## config.mk

```make
export PLATFORM = sky130hd
export DESIGN_NAME = ecs3_encoder
export DESIGN_NICKNAME = d
export VERILOG_FILES = /design/src/rtl/ecs3_encoder.sv
export SDC_FILE = /design/constraint.sdc
export NUM_CORES = 1
export LEC_CHECK = 0
export ABC_CLOCK_PERIOD_IN_PS = 1300
export CORE_MARGIN = 3
export CORE_UTILIZATION = 39
export DETAILED_ROUTE_END_ITERATION = 7
export GPL_ROUTABILITY_DRIVEN = 0
export PLACE_DENSITY = 0.73
export SLEW_MARGIN = 30
export SYNTH_ARGS = -nofsm -noshare
export SYNTH_HDL_FRONTEND = slang
export SYNTH_SLANG_ARGS = --single-unit
```

## constraint.sdc

```tcl
create_clock -name clk -period 1.3 [get_ports clk]
set_clock_uncertainty 0.05 [all_clocks]
set_input_delay 0.39 -clock clk [delete_from_list [all_inputs] [get_ports clk]]
set_output_delay 0.39 -clock clk [all_outputs]
set_load 0.05 [all_outputs]
```

## src/rtl/ecs3_encoder.sv

```systemverilog
// ECS3 index encoder: one byte in, one or two 4-index words out.
// Optional statistics counters: define ECS3_ENC_STATS_EN.
module ecs3_encoder #(
  parameter int CNT_W = 16
) (
  input  logic             clk,
  input  logic             rst_n,
  input  logic [7:0]       in_data,
  input  logic             in_valid,
  output logic             in_ready,
  output logic [2:0]       ind0,
  output logic [2:0]       ind1,
  output logic [2:0]       ind2,
  output logic [2:0]       ind3,
  output logic             out_valid,
  input  logic             out_ready,
  output logic             out_last
`ifdef ECS3_ENC_STATS_EN
  ,
  output logic [CNT_W-1:0] byte_count,
  output logic [CNT_W-1:0] split_count
`endif
);

  if (CNT_W < 1) begin : g_cnt_w_bad
    $error("CNT_W must be at least 1");
  end

  typedef enum logic [1:0] {
    IDLE = 2'd0,
    W1   = 2'd1,
    WL   = 2'd2
  } state_t;

  state_t      state_q, state_d;
  logic [11:0] word_q, word_d;
  logic [1:0]  pend_q, pend_d;

  logic [6:0]  lo_enc, hi_enc;
  logic [11:0] w1_word, w2_word;
  logic        split, accept;

  // Returns {split, even index, odd index} for one nibble.
  function automatic logic [6:0] enc_nib(input logic [3:0] n);
    logic [1:0] c0, c1;
    logic       sp;
    c0 = 2'b00;
    c1 = 2'b00;
    sp = 1'b0;
    unique case (n[2:0])
      3'b000: begin c0 = 2'b00; c1 = 2'b00; end
      3'b001: begin c0 = 2'b01; c1 = 2'b00; end
      3'b010: begin c0 = 2'b10; c1 = 2'b00; end
      3'b011: begin c0 = 2'b01; c1 = 2'b10; end
      3'b100: begin c0 = 2'b11; c1 = 2'b00; end
      3'b101: begin c0 = 2'b01; c1 = 2'b11; end
      3'b110: begin c0 = 2'b10; c1 = 2'b11; end
      3'b111: begin c0 = 2'b01; c1 = 2'b10; sp = 1'b1; end
      default: begin c0 = 2'b00; c1 = 2'b00; end
    endcase
    return {sp, n[3], c0, 1'b0, c1};
  endfunction

  always_comb begin
    lo_enc   = enc_nib(in_data[3:0]);
    hi_enc   = enc_nib(in_data[7:4]);
    w1_word  = {lo_enc[5:0], hi_enc[5:0]};
    split    = lo_enc[6] | hi_enc[6];
    w2_word  = {pend_q[0] ? 3'b011 : 3'b000, 3'b000,
                pend_q[1] ? 3'b011 : 3'b000, 3'b000};
    in_ready = (state_q == IDLE) |
               ((state_q == WL) & out_ready);
    accept   = in_valid & in_ready;

    state_d = state_q;
    word_d  = word_q;
    pend_d  = pend_q;

    unique case (state_q)
      IDLE: ;
      W1: begin
        if (out_ready) begin
          state_d = WL;
          word_d  = w2_word;
        end
      end
      WL: begin
        if (out_ready) state_d = IDLE;
      end
      default: state_d = IDLE;
    endcase

    if (accept) begin
      state_d = split ? W1 : WL;
      word_d  = w1_word;
      pend_d  = {hi_enc[6], lo_enc[6]};
    end
  end

  always_ff @(posedge clk or negedge rst_n) begin
    if (!rst_n) begin
      state_q <= IDLE;
      word_q  <= '0;
      pend_q  <= '0;
    end else begin
      state_q <= state_d;
      word_q  <= word_d;
      pend_q  <= pend_d;
    end
  end

  assign ind0      = word_q[11:9];
  assign ind1      = word_q[8:6];
  assign ind2      = word_q[5:3];
  assign ind3      = word_q[2:0];
  assign out_valid = (state_q != IDLE);
  assign out_last  = (state_q == WL);

`ifdef ECS3_ENC_STATS_EN
  logic [CNT_W-1:0] byte_cnt_q, byte_cnt_d;
  logic [CNT_W-1:0] split_cnt_q, split_cnt_d;

  // Counters saturate rather than wrap.
  always_comb begin
    byte_cnt_d  = byte_cnt_q;
    split_cnt_d = split_cnt_q;
    if (accept && (byte_cnt_q != '1))
      byte_cnt_d = byte_cnt_q + 1'b1;
    if (accept && split && (split_cnt_q != '1))
      split_cnt_d = split_cnt_q + 1'b1;
  end

  always_ff @(posedge clk or negedge rst_n) begin
    if (!rst_n) begin
      byte_cnt_q  <= '0;
      split_cnt_q <= '0;
    end else begin
      byte_cnt_q  <= byte_cnt_d;
      split_cnt_q <= split_cnt_d;
    end
  end

  assign byte_count  = byte_cnt_q;
  assign split_count = split_cnt_q;
`endif

endmodule

```

# ---- Word-level counts from Yosys, hierarchy flattened
# Index checks and enable logic that the tools add are counted.
dict set report totals {
  register_bits 16
  output_inout_bits 15
  elab_cells 60
  in_bits 12
}
dict set report op_classes {
  n_bitwise 4
  n_reduce_logical 18
  muxes 16
  eq_ne 19
}
# cell count
set op_table {}
lappend op_table {{$mux W12} 3}
lappend op_table {{$eq A3 B3 Y1 const B} 8}
lappend op_table {{$pmux W2 S3} 3}
lappend op_table {{$pmux W2 S4} 2}
lappend op_table {{$reduce_or A4 Y1} 4}
lappend op_table {{$eq A3 B2 Y1 const B} 4}
lappend op_table {{$mux W2} 6}
lappend op_table {{$reduce_or A2 Y1} 6}
lappend op_table {{$eq A3 B1 Y1 const B} 2}
lappend op_table {{$logic_not A3 Y1} 2}
lappend op_table {{$reduce_bool A2 Y1} 3}
lappend op_table {{$ne A3 B2 Y1 const B} 1}
lappend op_table {{$ne A3 B3 Y1 const B} 1}
lappend op_table {{$reduce_and A3 Y1} 1}
lappend op_table {{$and A1 B1 Y1} 2}
lappend op_table {{$eq A2 B1 Y1 const B} 1}
lappend op_table {{$eq A2 B2 Y1 const B} 1}
lappend op_table {{$logic_not A2 Y1} 1}
lappend op_table {{$mux W1} 2}
lappend op_table {{$ne A2 B2 Y1 const B} 1}
lappend op_table {{$or A1 B1 Y1} 2}
lappend op_table {{$reduce_and A2 Y1} 1}

# ---- Longest topological paths before layout
dict set report logic_depth {
  depth_word 6
  depth_mapped 4
  depth_no_buf 3
}

# ---- Least setup slack after synthesis
# OpenSTA, ideal clock, no wires.
dict set report synth_timing {
  path_type {flip-flop to output port}
  from {register state_q[1]}
  to {output port in_ready}
  stages_incl_launch_ff 4
  arrival_time_ns 1.344
  slack_ns -0.484
  required_time_ns 0.860
  n_path_buf 1
  cell_sequence {dfrtp_1 buf_2 and2b_4 nor2_1}
}
dict set report synth_via {
  elab_chain_len 3
  word_cells_on_any_way 4
  classes_between {1 x eq/ne; 2 x bitwise; 1 x reduce/logical}
}
# item line_no
set synth_lines {}
lappend synth_lines {{from (decl)} 35} ;# state_t state_q, state_d;
lappend synth_lines {{from (signal assigned)} 106} ;# state_q <= state_d;
lappend synth_lines {{$eq A2 B2 Y1} 72} ;# ((state_q == WL) & out_ready);
lappend synth_lines {{$and A1 B1 Y1} 72}
lappend synth_lines {{$or A1 B1 Y1 *} 71} ;# in_ready = (state_q == IDLE) |
lappend synth_lines {{to (decl)} 10} ;# output logic in_ready,
# Mark *: on every way between the ends. The rest lies on a longest branch, timed or not.

# ---- Final worst setup path
dict set report layout_timing {
  from {register state_q[0]}
  to {output port out_valid}
}
dict set report layout_via {
  elab_chain_len 1
}
# item line_no
set layout_lines {}
lappend layout_lines {{$reduce_bool A2 Y1} 116} ;# assign out_valid = (state_q != IDLE);
lappend layout_lines {{to (decl)} 15} ;# output logic out_valid,
# No other way between the ends.

==> results.md <==
- RSZ-0062 raised after global routing: true
- Max-slew violations: 0
- DR iter-0 viols: 10
- Die area: roughly 0.0026 sq mm
- Post-route cell area: ~0.0015 sq mm
- DP HPWL: 1.455 mm
- Vias in the first global route: 806
- Setup_tns: -2012 ps
- Antenna violations before repair: 0
- Max_cap viols: 0
- Multi-input gate area: between 400 and 500 sq um
- Vias/cell: about 5.3
- Mean Syn Cell Area: ~11 sq um
- Type of the most critical hold path: in2async
- CTS tree: done
- Number of CTS-inserted buffers: 3
- Yosys warns: 0
- CP required: 860 ps
- Routed via count: 768
- Power Total: 1992 uW
- Crit start category: flip-flop
- GRT Util Overall: 0.1888
- Die W: just over 50 um
- Worst Path Arrival: roughly 1100 ps
- Register Area: ~350 sq um
- Diode count: 0
- Max IR drop VDD: roughly 0.98 mV
- Root buf cell: clkbuf_4
- End of the critical path: out_valid
- Crit path time final: approximately 1600 ps
- CP max stage cell: dfrtp_2
- Number of placed I/O pins: 27
- Post-DRT Antenna Nets: 0
- Final Non-Filler Cells: ~150
- WL/cell: 15.66 um
- R2R setup slack: -140 ps
- Post-Place Cells: 132
- Violated checks: setup timing
- Cell Pwr Density: 1345 mW/mm^2
- Post-synthesis cell count: a little over 70
- WS Path Type: reg2out
- Crit-path cells: or2_4 > buf_8
- Yosys reg bits: 14
- WHS: about 370 ps
- Hold-fix buffers, CTS: 0
- DRT Pass-1 Iters: 4
- RR Startpoint: state_q[0]
- Clk buf depth: 2
- Worst r2r dst: word_q[5]
- DRC: 0
- Final setup violation count: 19
- PortBufs: 24
- Cell Area, Placed: 0.001255 sq mm
- Worst r2r path cells: 4
- Post-Syn Area: approximately 800 sq um
- Final Hold Fails: 0
- Library cells used by synthesis: 37
- Final worst path period share: 1.216
- Max stage delay on crit path: 450 ps
- Clk Latency, worst-skew pair: between 200 and 300 ps
- Pin count of the biggest net entering global routing: 15
- Final #Nets: 134
- DIE HEIGHT: ~51 um
- Core area: ~0.0018 sq mm
- Status: finished, violations left
- Layout fillers: approximately 120
- First-pass GRT wire length: about 3.6 mm
- Crit path capture type: output pin
- Clock slew seen by the registers of the worst setup and hold paths: 90 ps
- Area Growth Syn to Fin: 89.74%
- # clock sinks: 14
- Worst setup margin: -280.4 ps
- Htree depth: 1
- FP Rows: 15
- Critical path origin: state_q[0]
- Crit path max fanout: 5
- Grt ovf: 0
- Share of cells above drive strength 1: 0.5455
- Max Freq: 632.8 MHz
- Sequential fraction of the synthesis area: 0.4487
- Static leakage: just under 0.0007 uW
- Post-Route WL: 2.286 mm
- Starting Density: 0.4333
sequential cells by signal (all words and copies together) (netlist names):
name and flops:
word_q 10, state_q 2, pend_q 2
logic make-up after synthesis:
logic type | count (synthesis) | share of synthesized area
multiplexers | 1 | 0.01282
flip-flops | 14 | 0.4487
buffers and inverters | 9 | 0.06409
XOR/XNOR | 2 | 0.02244
AND/OR/NAND/NOR | 18 | 0.1651
other | 1 | 0.004803
AO/OA/AOI/OAI | 25 | 0.2564
adder cells (fa/ha/maj) | 2 | 0.02564
where the power goes:
part,switching (uW),internal [uW]
combinational,531,555
clock,143,170
sequential,82.8,510
synth_stat cells, drive strengths merged:
| library cell | number | area share |
|---|---|---|
| a2111oi | 1 | 0.019 |
| a21boi | 1 | 0.0096 |
| a21o | 1 | 0.0096 |
| a21oi | 2 | 0.013 |
| a22o | 4 | 0.051 |
| a31oi | 1 | 0.0080 |
| a32o | 2 | 0.026 |
| and2b | 3 | 0.035 |
| buf | 4 | 0.040 |
| conb | 1 | 0.0048 |
| dfrtp | 14 | 0.45 |
| inv | 5 | 0.024 |
| maj3 | 2 | 0.026 |
| mux2i | 1 | 0.013 |
| nand2 | 3 | 0.014 |
| nand3 | 2 | 0.013 |
| nand3b | 1 | 0.0096 |
| nand4b | 1 | 0.011 |
| nor2 | 3 | 0.024 |
| nor3b | 1 | 0.0096 |
| nor4 | 1 | 0.016 |
| o211ai | 2 | 0.019 |
| o21a | 1 | 0.011 |
| o21ai | 3 | 0.019 |
| o21bai | 2 | 0.019 |
| o221ai | 2 | 0.022 |
| o22ai | 1 | 0.0080 |
| o31a | 1 | 0.011 |
| o31ai | 1 | 0.0096 |
| or2 | 1 | 0.0080 |
| or2b | 2 | 0.024 |
| xor2 | 2 | 0.022 |
worst max-delay path: cells and delay by family, from the launching register on:
family                 cells  cell delay [ps]
buffers and inverters      1              150
flip-flops                 1              450
AND/OR/NAND/NOR            1              270
area by class of cell:
type,instances,area share
timing repair buffer,48,0.3775
inverter,5,0.01267
tap,25,0.02111
clock buffer,4,0.02449
sequential,14,0.2373
multi-input combinational,50,0.3269
layout by cell type, fill, tap and decap left out, types with 2 or more instances in the layout:
cell,count
nand2_1,2
o21bai_1,2
o21ai_2,2
dfrtp_1,13
inv_1,5
maj3_1,2
a21oi_1,2
nor2_4,2
xor2_1,2
nand3_2,2
buf_6,3
clkdlybuf4s50_1,6
clkbuf_4,3
a22o_4,3
o211ai_1,2
dlygate4sd2_1,2
and2b_2,2
conb_1,2
buf_12,12
buf_4,21
dlymetal6s2s_1,2
how the worst min path moves through the flow:
stage                             to  depth (start not counted)  slack [ps]
final                      pend_q[1]                          2         370
after global routing       word_q[4]                          2         390
after CTS                 state_q[1]                          2         370
after floorplan            pend_q[0]                          0          40
after detailed placement   pend_q[0]                          2         460
after global placement     pend_q[0]                          2         460
through the flow:
step                      utilization  setup WS [ps]
final                          0.8222         -280.4
after detailed placement       0.6965         -537.8
after global placement         0.6965         -523.7
after floorplan                     -         -100.8
after CTS                      0.7743         -282.4
after global routing           0.8222         -334.5
layer usage:
layer | wire length [um] | vias up | global-route usage
met5 | 0 | - | 0
met4 | 24 | 0 | 0.05381
met3 | 103 | 4 | 0.02374
met2 | 1245 | 26 | 0.3630
met1 | 912 | 379 | 0.2138
li1 | - | 359 | -
timing repair:
action	CTS	global route
pin swaps	10	9
setup endpoints to repair	23	27
gates resized for setup	21	11
buffers inserted	4	7
cloned	0	0
No activity file was read; power rests on OpenSTA's default activity.
